$ cat src/rtl/event_pulse_stretcher.sv
// Turns 1-cycle event strobes into fixed-width pulses separated by a guaranteed low gap.
// Events arriving mid-pulse are counted and replayed; excess events set a sticky overflow flag.
module event_pulse_stretcher #(
    parameter int unsigned HIGH_CYCLES = 50000,
    parameter int unsigned LOW_CYCLES  = 50000,
    parameter int unsigned COUNT_WIDTH = 16,
    parameter int unsigned PEND_WIDTH  = 4
) (
    input  logic                  clk,
    input  logic                  rst,
    input  logic                  strobe,
    input  logic                  clr_overflow,
    output logic                  pulse,
    output logic                  busy,
    output logic [PEND_WIDTH-1:0] pending,
    output logic                  overflow
);

    typedef enum logic [1:0] {StIdle, StHigh, StLow} state_e;

    localparam logic [COUNT_WIDTH-1:0] HighLoad = COUNT_WIDTH'(HIGH_CYCLES - 1);
    localparam logic [COUNT_WIDTH-1:0] LowLoad  = COUNT_WIDTH'(LOW_CYCLES - 1);
    localparam logic [COUNT_WIDTH-1:0] TimerOne = COUNT_WIDTH'(1);
    localparam logic [PEND_WIDTH-1:0]  PendOne  = PEND_WIDTH'(1);
    localparam logic [PEND_WIDTH-1:0]  PendMax  = {PEND_WIDTH{1'b1}};

    state_e                 state_q, state_d;
    logic [COUNT_WIDTH-1:0] timer_q, timer_d;
    logic [PEND_WIDTH-1:0]  pend_q, pend_d;
    logic                   sticky_q, sticky_d;
    logic                   pulse_q, pulse_d;
    logic                   busy_q, busy_d;
    logic                   overflow_q, overflow_d;

    logic final_low;
    logic has_event;
    logic consume;
    logic drop;

    always_comb begin
        final_low = (state_q == StLow) && (timer_q == '0);
        has_event = strobe || (pend_q != '0);
        consume   = ((state_q == StIdle) || final_low) && has_event;
        drop      = strobe && !consume && (pend_q == PendMax);
    end

    always_comb begin
        state_d = state_q;
        timer_d = timer_q;
        case (state_q)
            StIdle: begin
                if (consume) begin
                    state_d = StHigh;
                    timer_d = HighLoad;
                end
            end
            StHigh: begin
                if (timer_q == '0) begin
                    state_d = StLow;
                    timer_d = LowLoad;
                end else begin
                    timer_d = timer_q - TimerOne;
                end
            end
            StLow: begin
                if (timer_q == '0) begin
                    // Restart straight from the last low cycle so the event period stays exact.
                    if (consume) begin
                        state_d = StHigh;
                        timer_d = HighLoad;
                    end else begin
                        state_d = StIdle;
                        timer_d = '0;
                    end
                end else begin
                    timer_d = timer_q - TimerOne;
                end
            end
            default: begin
                state_d = StIdle;
                timer_d = '0;
            end
        endcase
    end

    always_comb begin
        pend_d = pend_q;
        // A strobe consumed in the same cycle bypasses the queue.
        if (strobe && !consume && !drop) begin
            pend_d = pend_q + PendOne;
        end else if (consume && !strobe) begin
            pend_d = pend_q - PendOne;
        end
        sticky_d   = drop | (sticky_q & ~clr_overflow);
        pulse_d    = (state_q == StHigh);
        busy_d     = (state_q != StIdle);
        overflow_d = sticky_q;
    end

    always_ff @(posedge clk) begin
        if (rst) begin
            state_q    <= StIdle;
            timer_q    <= '0;
            pend_q     <= '0;
            sticky_q   <= 1'b0;
            pulse_q    <= 1'b0;
            busy_q     <= 1'b0;
            overflow_q <= 1'b0;
        end else begin
            state_q    <= state_d;
            timer_q    <= timer_d;
            pend_q     <= pend_d;
            sticky_q   <= sticky_d;
            pulse_q    <= pulse_d;
            busy_q     <= busy_d;
            overflow_q <= overflow_d;
        end
    end

    assign pulse    = pulse_q;
    assign busy     = busy_q;
    assign pending  = pend_q;
    assign overflow = overflow_q;

endmodule

$ cat config.mk
export PLATFORM = sky130hd
export DESIGN_NAME = event_pulse_stretcher
export DESIGN_NICKNAME = d
export VERILOG_FILES = /design/src/rtl/event_pulse_stretcher.sv
export SDC_FILE = /design/constraint.sdc
export NUM_CORES = 1
export LEC_CHECK = 0
export CAP_MARGIN = 20
export CORE_MARGIN = 2
export CORE_UTILIZATION = 29
export CTS_CLUSTER_SIZE = 12
export DETAILED_ROUTE_END_ITERATION = 7
export DONT_BUFFER_PORTS = 1
export PLACE_DENSITY = 0.56
export SKIP_CTS_REPAIR_TIMING = 1
export SLEW_MARGIN = 20
export SYNTH_ARGS = -nofsm -noshare
export SYNTH_HDL_FRONTEND = slang
export SYNTH_SLANG_ARGS = --single-unit
$ cat constraint.sdc
create_clock -name clk -period 2.89 [get_ports clk]
set_input_delay 0.1445 -clock clk [delete_from_list [all_inputs] [get_ports clk]]
set_output_delay 0.1445 -clock clk [all_outputs]
set_load 0.1 [all_outputs]
### Word-level counts from Yosys, hierarchy flattened

Index checks and enable logic that the tools add are counted.

* $add $sub $neg: 3
* equal/unequal tests: 6
* muxes and demuxes: 12
* bitwise gates (word level): 3
* reduce and logical (&&, ||, !) cells: 17

Operators with widths (count)
* 16-bit 2-to-1 mux: 4
* 16-bit case mux with 3 select lines: 1
* 16-bit logical NOT: 1
* 16-bit by 1-bit subtractor with 16-bit output, second input constant: 1
* 4-bit 2-to-1 mux: 2
* 1-bit logical AND: 6
* 2-bit 2-to-1 mux: 3
* 2-bit case mux with 3 select lines: 1
* 4-bit by 1-bit adder with 4-bit output, second input constant: 1
* 4-bit == test, second input constant: 1
* 2-bit by 1-bit != test with 1-bit output, second input constant: 2
* 2-bit nonzero test: 2
* 4-bit nonzero test: 1
* 4-bit by 1-bit subtractor with 4-bit output, second input constant: 1
* 1-bit logical NOT: 3
* 3-bit AND reduction: 1
* 2-bit by 1-bit == test with 1-bit output, second input constant: 1
* 2-bit == test, second input constant: 1
* 2-bit logical NOT: 1
* 1-bit logical OR: 2
* 2-bit != test, second input constant: 1
* 1-bit bitwise AND: 1
* 1-bit 2-to-1 mux: 1
* 1-bit inverter: 1
* 1-bit OR: 1

* bits in registers: 26
* input port bits: 4
* output and inout bits: 7

### Longest topological paths before layout

Gate-level depths: netlist (run 1).

* word-level depth: 10
* mapped depth: 12
* gate-level depth less buffers: 12

### Worst setup path after synthesis (run 1)

Ideal clock, no wire load.

* path kind: flip-flop to flip-flop
* from: reg timer_q[2]
* to: reg pend_q[3], in the netlist pending[3]
* library setup time: 0.123 ns
* data arrival time: 2.975 ns
* required time: 2.767 ns
* setup slack: -0.208 ns
* stages on the path, launching flop included: 12
* period minus slack after synthesis: 3.098 ns
* path through: dfxtp_1 > or4_4 > or4b_4 > o21ai_4 > nand2_2 > nand2_1 > ha_1 > a21o_1 > a21oi_1 > a211oi_1 > a41oi_1 > mux2_1

* longest elaborated chain between the ends: 10
* elaborated cells between the ends (all ways): 12
* those cells by class: mux: 1; reduce/logical: 11

Ends and longest elaborated chain
* start: declaration: RTL line 28 `logic [COUNT_WIDTH-1:0] timer_q, timer_d;`
* start signal: assignment: RTL line 111 `timer_q <= timer_d;`
* 16-bit logical NOT (*): RTL line 41 `final_low = (state_q == StLow) && (timer_q == '0);`
* 1-bit logical AND (*): RTL line 41
* 1-bit logical OR (*): RTL line 43 `consume = ((state_q == StIdle) || final_low) && has_event;`
* 1-bit logical AND (*): RTL line 43
* 1-bit logical NOT: RTL line 44, 89
* 1-bit logical AND: RTL line 44, 89
* 1-bit logical AND: RTL line 44 `drop = strobe && !consume && (pend_q == PendMax);`
* 1-bit logical NOT: RTL line 89 `if (strobe && !consume && !drop) begin`
* 1-bit logical AND: RTL line 89
* 4-bit 2-to-1 mux / 2-bit nonzero test (equally long branches)
* end signal: assignment: RTL line 112 `pend_q <= pend_d;`
* end: declaration: RTL line 29 `logic [PEND_WIDTH-1:0] pend_q, pend_d;`

Every way passes the cells marked *; elsewhere a longest branch is shown, timed or not.
A chain may end at the register's enable or synchronous reset.

### Final worst setup path (run 1)

* from: reg timer_q[3]
* to: reg pend_q[3], in the netlist pending[3]

The elaborated chain is that of the path after synthesis.

==> results of run 1 <==
==> per-layer routing <==
| layer | share of wire [%] | track usage, % |
|---|---|---|
| met2 | 46 | 21.0 |
| met3 | 3.3 | 3.25 |
| met4 | 0.25 | 1.59 |
| met1 | 51 | 16.9 |
| met5 | 0 | 0 |
==> where the power goes <==
group          leakage (uW)  switching, uW  internal (uW)
combinational      0.000455            549            353
sequential         0.000215            119            443
clock             0.0000216            115           93.6
==> worst paths after layout <==
| kind | cells past startpoint | start | to |
|---|---|---|---|
| max reg2reg | 11 | timer_q[3]$_SDFFE_PP0P_ | pending[3]$_SDFFE_PP0P_ |
| min reg2reg | 1 | overflow_d$_SDFF_PP0_ | overflow$_SDFF_PP0_ |
| max | 11 | timer_q[3]$_SDFFE_PP0P_ | pending[3]$_SDFFE_PP0P_ |
| min | 2 | strobe | overflow_d$_SDFF_PP0_ |
==> Yosys cell counts, drive strengths merged, types with 3 or more instances <==
library cell / instances
nor2: 28
nor4: 3
ha: 4
dfxtp: 26
clkbuf: 5
nor3: 12
inv: 10
nand2: 12
xnor2: 3
or4: 5
a21oi: 8
o221a: 3
o21ai: 5
xor2: 7
a211oi: 3
==> logic make-up after synthesis <==
family	after synthesis
AND/OR/NAND/NOR	74
AO/OA/AOI/OAI	34
flip-flops	26
buffers and inverters	15
XOR/XNOR	10
adder cells (fa/ha/maj)	5
multiplexers	4
==> final cells by class <==
type                            count  area, um^2
Multi-Input combinational cell    127         906
Timing Repair Buffer               19         145
Tap cell                           67        83.8
Clock buffer                        3        41.3
Inverter                           10        37.5
Sequential cell                    26         523
Fill cell                         509        3020
==> worst max-delay path: stages (launching register included) <==
cell,delay [ns]
dfxtp_2,0.33
or4_4,0.54
or4b_4,0.56
o21ai_4,0.18
nand2_4,0.07
nand2_4,0.08
ha_4,0.19
a21o_1,0.16
a21oi_2,0.17
a211oi_2,0.05
a41oi_2,0.19
mux2_4,0.31
==> flip-flops by register name (all words and copies together) (netlist names) <==
register / count
pulse: 1
overflow_d: 1
pending: 4
timer_q: 16
state_q: 2
overflow: 1
busy: 1
==> layout by cell type (no fill, tap or decap), types with 2 or more instances in the layout <==
cell and n:
mux2_4 2, dfxtp_1 24, nor4_1 3, nand2b_1 2, xnor2_1 3, inv_1 10, o221a_2 3, or3_1 2
nand2_4 2, nor2_1 27, dfxtp_2 2, clkbuf_8 3, or4_1 4, ha_1 3, mux2i_1 2, nand4_1 2
a211oi_1 2, nor2b_1 2, nand2_1 10, buf_4 18, a21o_1 2, o21ai_0 4, a311oi_1 2, xor2_1 7
nor3_1 11, a21oi_1 7
==> metrics by stage <==
step / setup slack [ns] / utilization, % / cells
floorplan: -0.0962 / - / 168
global placement: -0.0199 / 34.9 / 247
detailed placement: -0.0901 / 34.9 / 247
CTS: -0.107 / 35.8 / 250
global route: -0.117 / 36.5 / 252
finish: -0.0504 / 36.5 / 252
==> impl_metrics.ini, run 1 <==
[outcome]
status = complete, but fails checks
violations = negative setup slack

[sta]
rsz0062_at_grt = yes
finalWorstSetupSlack_ns = -0.0504
setup_tns_ns = -0.0504
worst_hold_slack_ns = 0.0383
skew_ns = 0.00160
fin_crit_sh_pct = 102
min_period_ns = 2.94
slew_headroom_pct = 36.4
max_freq_mhz = 340
hold_viol_final = 0
tightest_slew_ns = 0.953
setup_violations = 1
drv_slew = 0

[yosys]
synth_top_family_by_area = simple AND/OR/NAND/NOR gates
synth_warnings = 0
synth_fp_nets = 177
synth_cells = 168
yosysTopAreaCellShare_pct = 36.2
async_reset_ff_share_pct = 0
synth_flop_cell = dfxtp_1
ys_ff_latch = 26
synth_top_area_cell = dfxtp_1
synth_seq_area_share_pct = 36.2
synth_compound_area_share_pct = 19.4
synthTopCellsByArea = dfxtp_1 36%, nor2_1 7.0%, xor2_1 4.3%, nor3_1 3.8%, ha_1 3.5%
synth_simple_gate_area_share_pct = 26.3
ys_types = 47
yosys-mux-area-fraction_pct = 3.22
synth-xor-area-share_pct = 6.09
synth_edf_count = 0
synthAdderAreaFrac_pct = 4.87
syn_area_mm2 = 0.00144
syn_avg_cell_area_um2 = 8.56

[detailed_routing]
routedWlPerCell_um = 12.9
drtIter0Drc = 43
routed_wl_um = 3260
vias_per_cell = 4.86
drc = 0
drtAntennaViolNets = 0
num_vias = 1224
first_pass_iters = 4

[setup_path]
worst_setup_path_start_kind = flop
crit_fanout = 4
path_class = flop to flop
r2r_setup_slack_ns = -0.05
critPathArrivalTime_ns = 3.11
cp-end-kind = flop
critPathRequiredTime_ns = 3.06

[power]
finalPower_uw = 1670
power_density_mw_per_mm2 = 963
p_leak_uw = 0.000692
vdd_drop_max_uv = 781

[flow_run]
drv_cap = 0

[cts]
h-tree-depth = 1
cts_tree = built
cts-root-buf = clkbuf_8
numCtsBuffers = 3
clock_latency_ns = 0.27
clk_pin_slew_worst_paths_ns = 0.09
cts.sinks = 26
cts_buffer_depth = 2

[grt]
first_global_vias = 1168
grt_max_degree = 16
antenna_found_initial = 0
grt_pass1_wl_um = 5420
globalRouteOverflowTotal = 0
grt_use_total_pct = 12.6

[finish]
n_antenna_cell = 0
postLayoutCellArea_mm2 = 0.00174
final_nets = 196
drive_above_1_share_pct = 22.7
synthToLayoutAreaGrowth_pct = 20.8

[floorplanning]
pin_count = 11
die_area_mm2 = 0.00554
die_h_um = 74.4
start_util_pct = 30.2
core_area_mm2 = 0.00475
fp.dieW_um = 74.4
rows = 25

[worst_hold_path]
hp-class = primary input to flop

[placed_design]
port_buffers = 0
gp_congestion = 0.775
hpwl_um = 2420
placed_area_mm2 = 0.00166
Note: power is estimated with default switching activity, not from simulation.
==> run 2, diff against run 1 <==
--- a/config.mk
+++ b/config.mk
@@ -8,6 +8,7 @@
 export CAP_MARGIN = 20
 export CORE_MARGIN = 2
 export CORE_UTILIZATION = 29
+export CTS_BUF_LIST = sky130_fd_sc_hd__clkbuf_4
 export CTS_CLUSTER_SIZE = 12
 export DETAILED_ROUTE_END_ITERATION = 7
 export DONT_BUFFER_PORTS = 1
==> run 2 against run 1 <==
Compared with the run above: the flow still finishes with violations (negative setup slack); combinational power is essentially flat; non-clock buffer count rose by 2; power decreased by 2.9%; utilization is essentially flat; clock-buffer cell count unchanged; die area stayed put; largest cell class unchanged.
==> impl_metrics.ini, run 2 (same netlist as run 1, synthesis figures left out) <==
[power]
vdd_drop_max_uv = 782
combPwrFrac_pct = 55.6
seqPwrFrac_pct = 34.5
power_density_mw_per_mm2 = 934
switching_share_pct = 47.9
power_frac_clock_pct = 9.9
p_leak_uw = 0.000690
power.switching_uw = 778
finalPower_uw = 1620
internal_power_uw = 845

[floorplanning]
die_h_um = 74.4
start_util_pct = 30.2
pin_count = 11
rows = 25
fp.dieW_um = 74.4
die_area_mm2 = 0.00554
core_area_mm2 = 0.00475

[flow_run]
drv_cap = 0

[cts]
clk_pin_slew_worst_paths_ns = 0.14
cts-root-buf = clkbuf_4
cts.sinks = 26
cts_buffer_depth = 2
numCtsBuffers = 3
h-tree-depth = 1
cts_tree = built
clock_latency_ns = 0.33

[finish]
synthToLayoutAreaGrowth_pct = 20.9
multi_input_area_um2 = 906
largest_register = timer_q
regArea_um2 = 523
largest_reg_flops = 16
final_common_cell = nor2_1
drive_above_1_share_pct = 22.5
layout_common_cells = 27 x nor2_1, 24 x dfxtp_1, 18 x buf_4
final_nets = 198
n_antenna_cell = 0
fillers = 507
final_cells = 254

[grt]
grt_use_total_pct = 12.4
antenna_found_initial = 0
globalRouteOverflowTotal = 0
grt_max_degree = 16
first_global_vias = 1152
grt_pass1_wl_um = 5380

[setup_path]
rr_worst_depth = 11
path_class = flop to flop
worst_setup_path_start_kind = flop
crit_fanout = 4
r2r_setup_slack_ns = -0.06
cp-endpoint = pending[3]$_SDFFE_PP0P_
r2r_end = pending[3]$_SDFFE_PP0P_
cp-end-kind = flop
critPathArrivalTime_ns = 3.19
startpoint = timer_q[3]$_SDFFE_PP0P_
reg2reg_from = timer_q[3]$_SDFFE_PP0P_
critPathRequiredTime_ns = 3.13

[sta]
hold_viol_final = 0
setup_violations = 1
slew_headroom_pct = 36.4
tightest_slew_ns = 0.953
setup_tns_ns = -0.0566
min_period_ns = 2.95
fin_crit_sh_pct = 102
max_freq_mhz = 339
finalWorstSetupSlack_ns = -0.0566
skew_ns = 0.00428
drv_slew = 0
rsz0062_at_grt = yes

[placed_design]
numPlacedInstances = 247
hpwl_um = 2420
port_buffers = 0
gp_congestion = 0.775

[detailed_routing]
drc = 0
first_pass_iters = 4
drtAntennaViolNets = 0
vias_per_cell = 4.96
drtIter0Drc = 39
num_vias = 1259
routedWlPerCell_um = 12.8
routed_wl_um = 3260

[outcome]
status = complete, but fails checks
violations = negative setup slack

[worst_hold_path]
hp-class = primary input to flop
[run 2: changes by cell type in the layout (fill, tap and decap cells not counted), sizes merged]
| cell | delta |
|---|---|
| dlygate4sd3 | +2 |
[run 2: power by group through the flow]
stage | registers, uW | logic (uW) | clock network [uW]
floorplan | 737 | 488 | 0
global placement | 569 | 867 | 0
detailed placement | 567 | 866 | 0
CTS | 560 | 871 | 169
global route | 575 | 985 | 179
finish | 560 | 903 | 161
[run 2: per-stage QoR]
stage	area, um^2	hold WS, ns	utilization, %	setup slack [ns]
4_1_cts	1680	-0.151	35.4	-0.112
3_5_place_dp	1660	0.219	34.9	-0.0901
5_1_grt	1740	0.0621	36.6	-0.122
6_report	1740	0.0339	36.6	-0.0566
3_3_place_gp	1660	0.219	34.9	-0.0199
2_1_floorplan	1470	0.310	-	-0.0962
[run 2: cell type report]
type,instances,area share (%)
Tap cell,67,4.82
Clock buffer,3,1.30
Inverter,10,2.16
Timing Repair Buffer,21,9.50
Multi-Input combinational cell,127,52.1
Sequential cell,26,30.1
[run 2: routing by layer]
metal | routed length (um) | track usage [%] | up-vias
met1 | 1630 | 17.1 | 589
met4 | 18 | 0.595 | 0
met2 | 1480 | 20.7 | 23
met3 | 131 | 3.12 | 6
met5 | 0 | 0 | -
li1 | - | - | 641
[run 2: how the worst min path moves through the flow]
stage / slack [ns] / from / endpoint / depth (start not counted)
3_3_place_gp: 0.22 / rst / pulse$_SDFF_PP0_ / 1
3_5_place_dp: 0.22 / rst / pulse$_SDFF_PP0_ / 1
5_1_grt: 0.06 / rst / pending[0]$_SDFFE_PP0P_ / 2
6_report: 0.03 / rst / pending[0]$_SDFFE_PP0P_ / 2
2_1_floorplan: 0.31 / strobe / overflow_d$_SDFF_PP0_ / 2
4_1_cts: -0.15 / rst / pulse$_SDFF_PP0_ / 1
[run 2: critical path, stage by stage, from the launching register on]
cell and delay (ns):
dfxtp_2 0.35, or4_4 0.54, or4b_4 0.56, o21ai_4 0.18, nand2_4 0.07, nand2_4 0.08
ha_4 0.19, a21o_1 0.16, a21oi_2 0.17, a211oi_2 0.05, a41oi_2 0.19, mux2_4 0.31
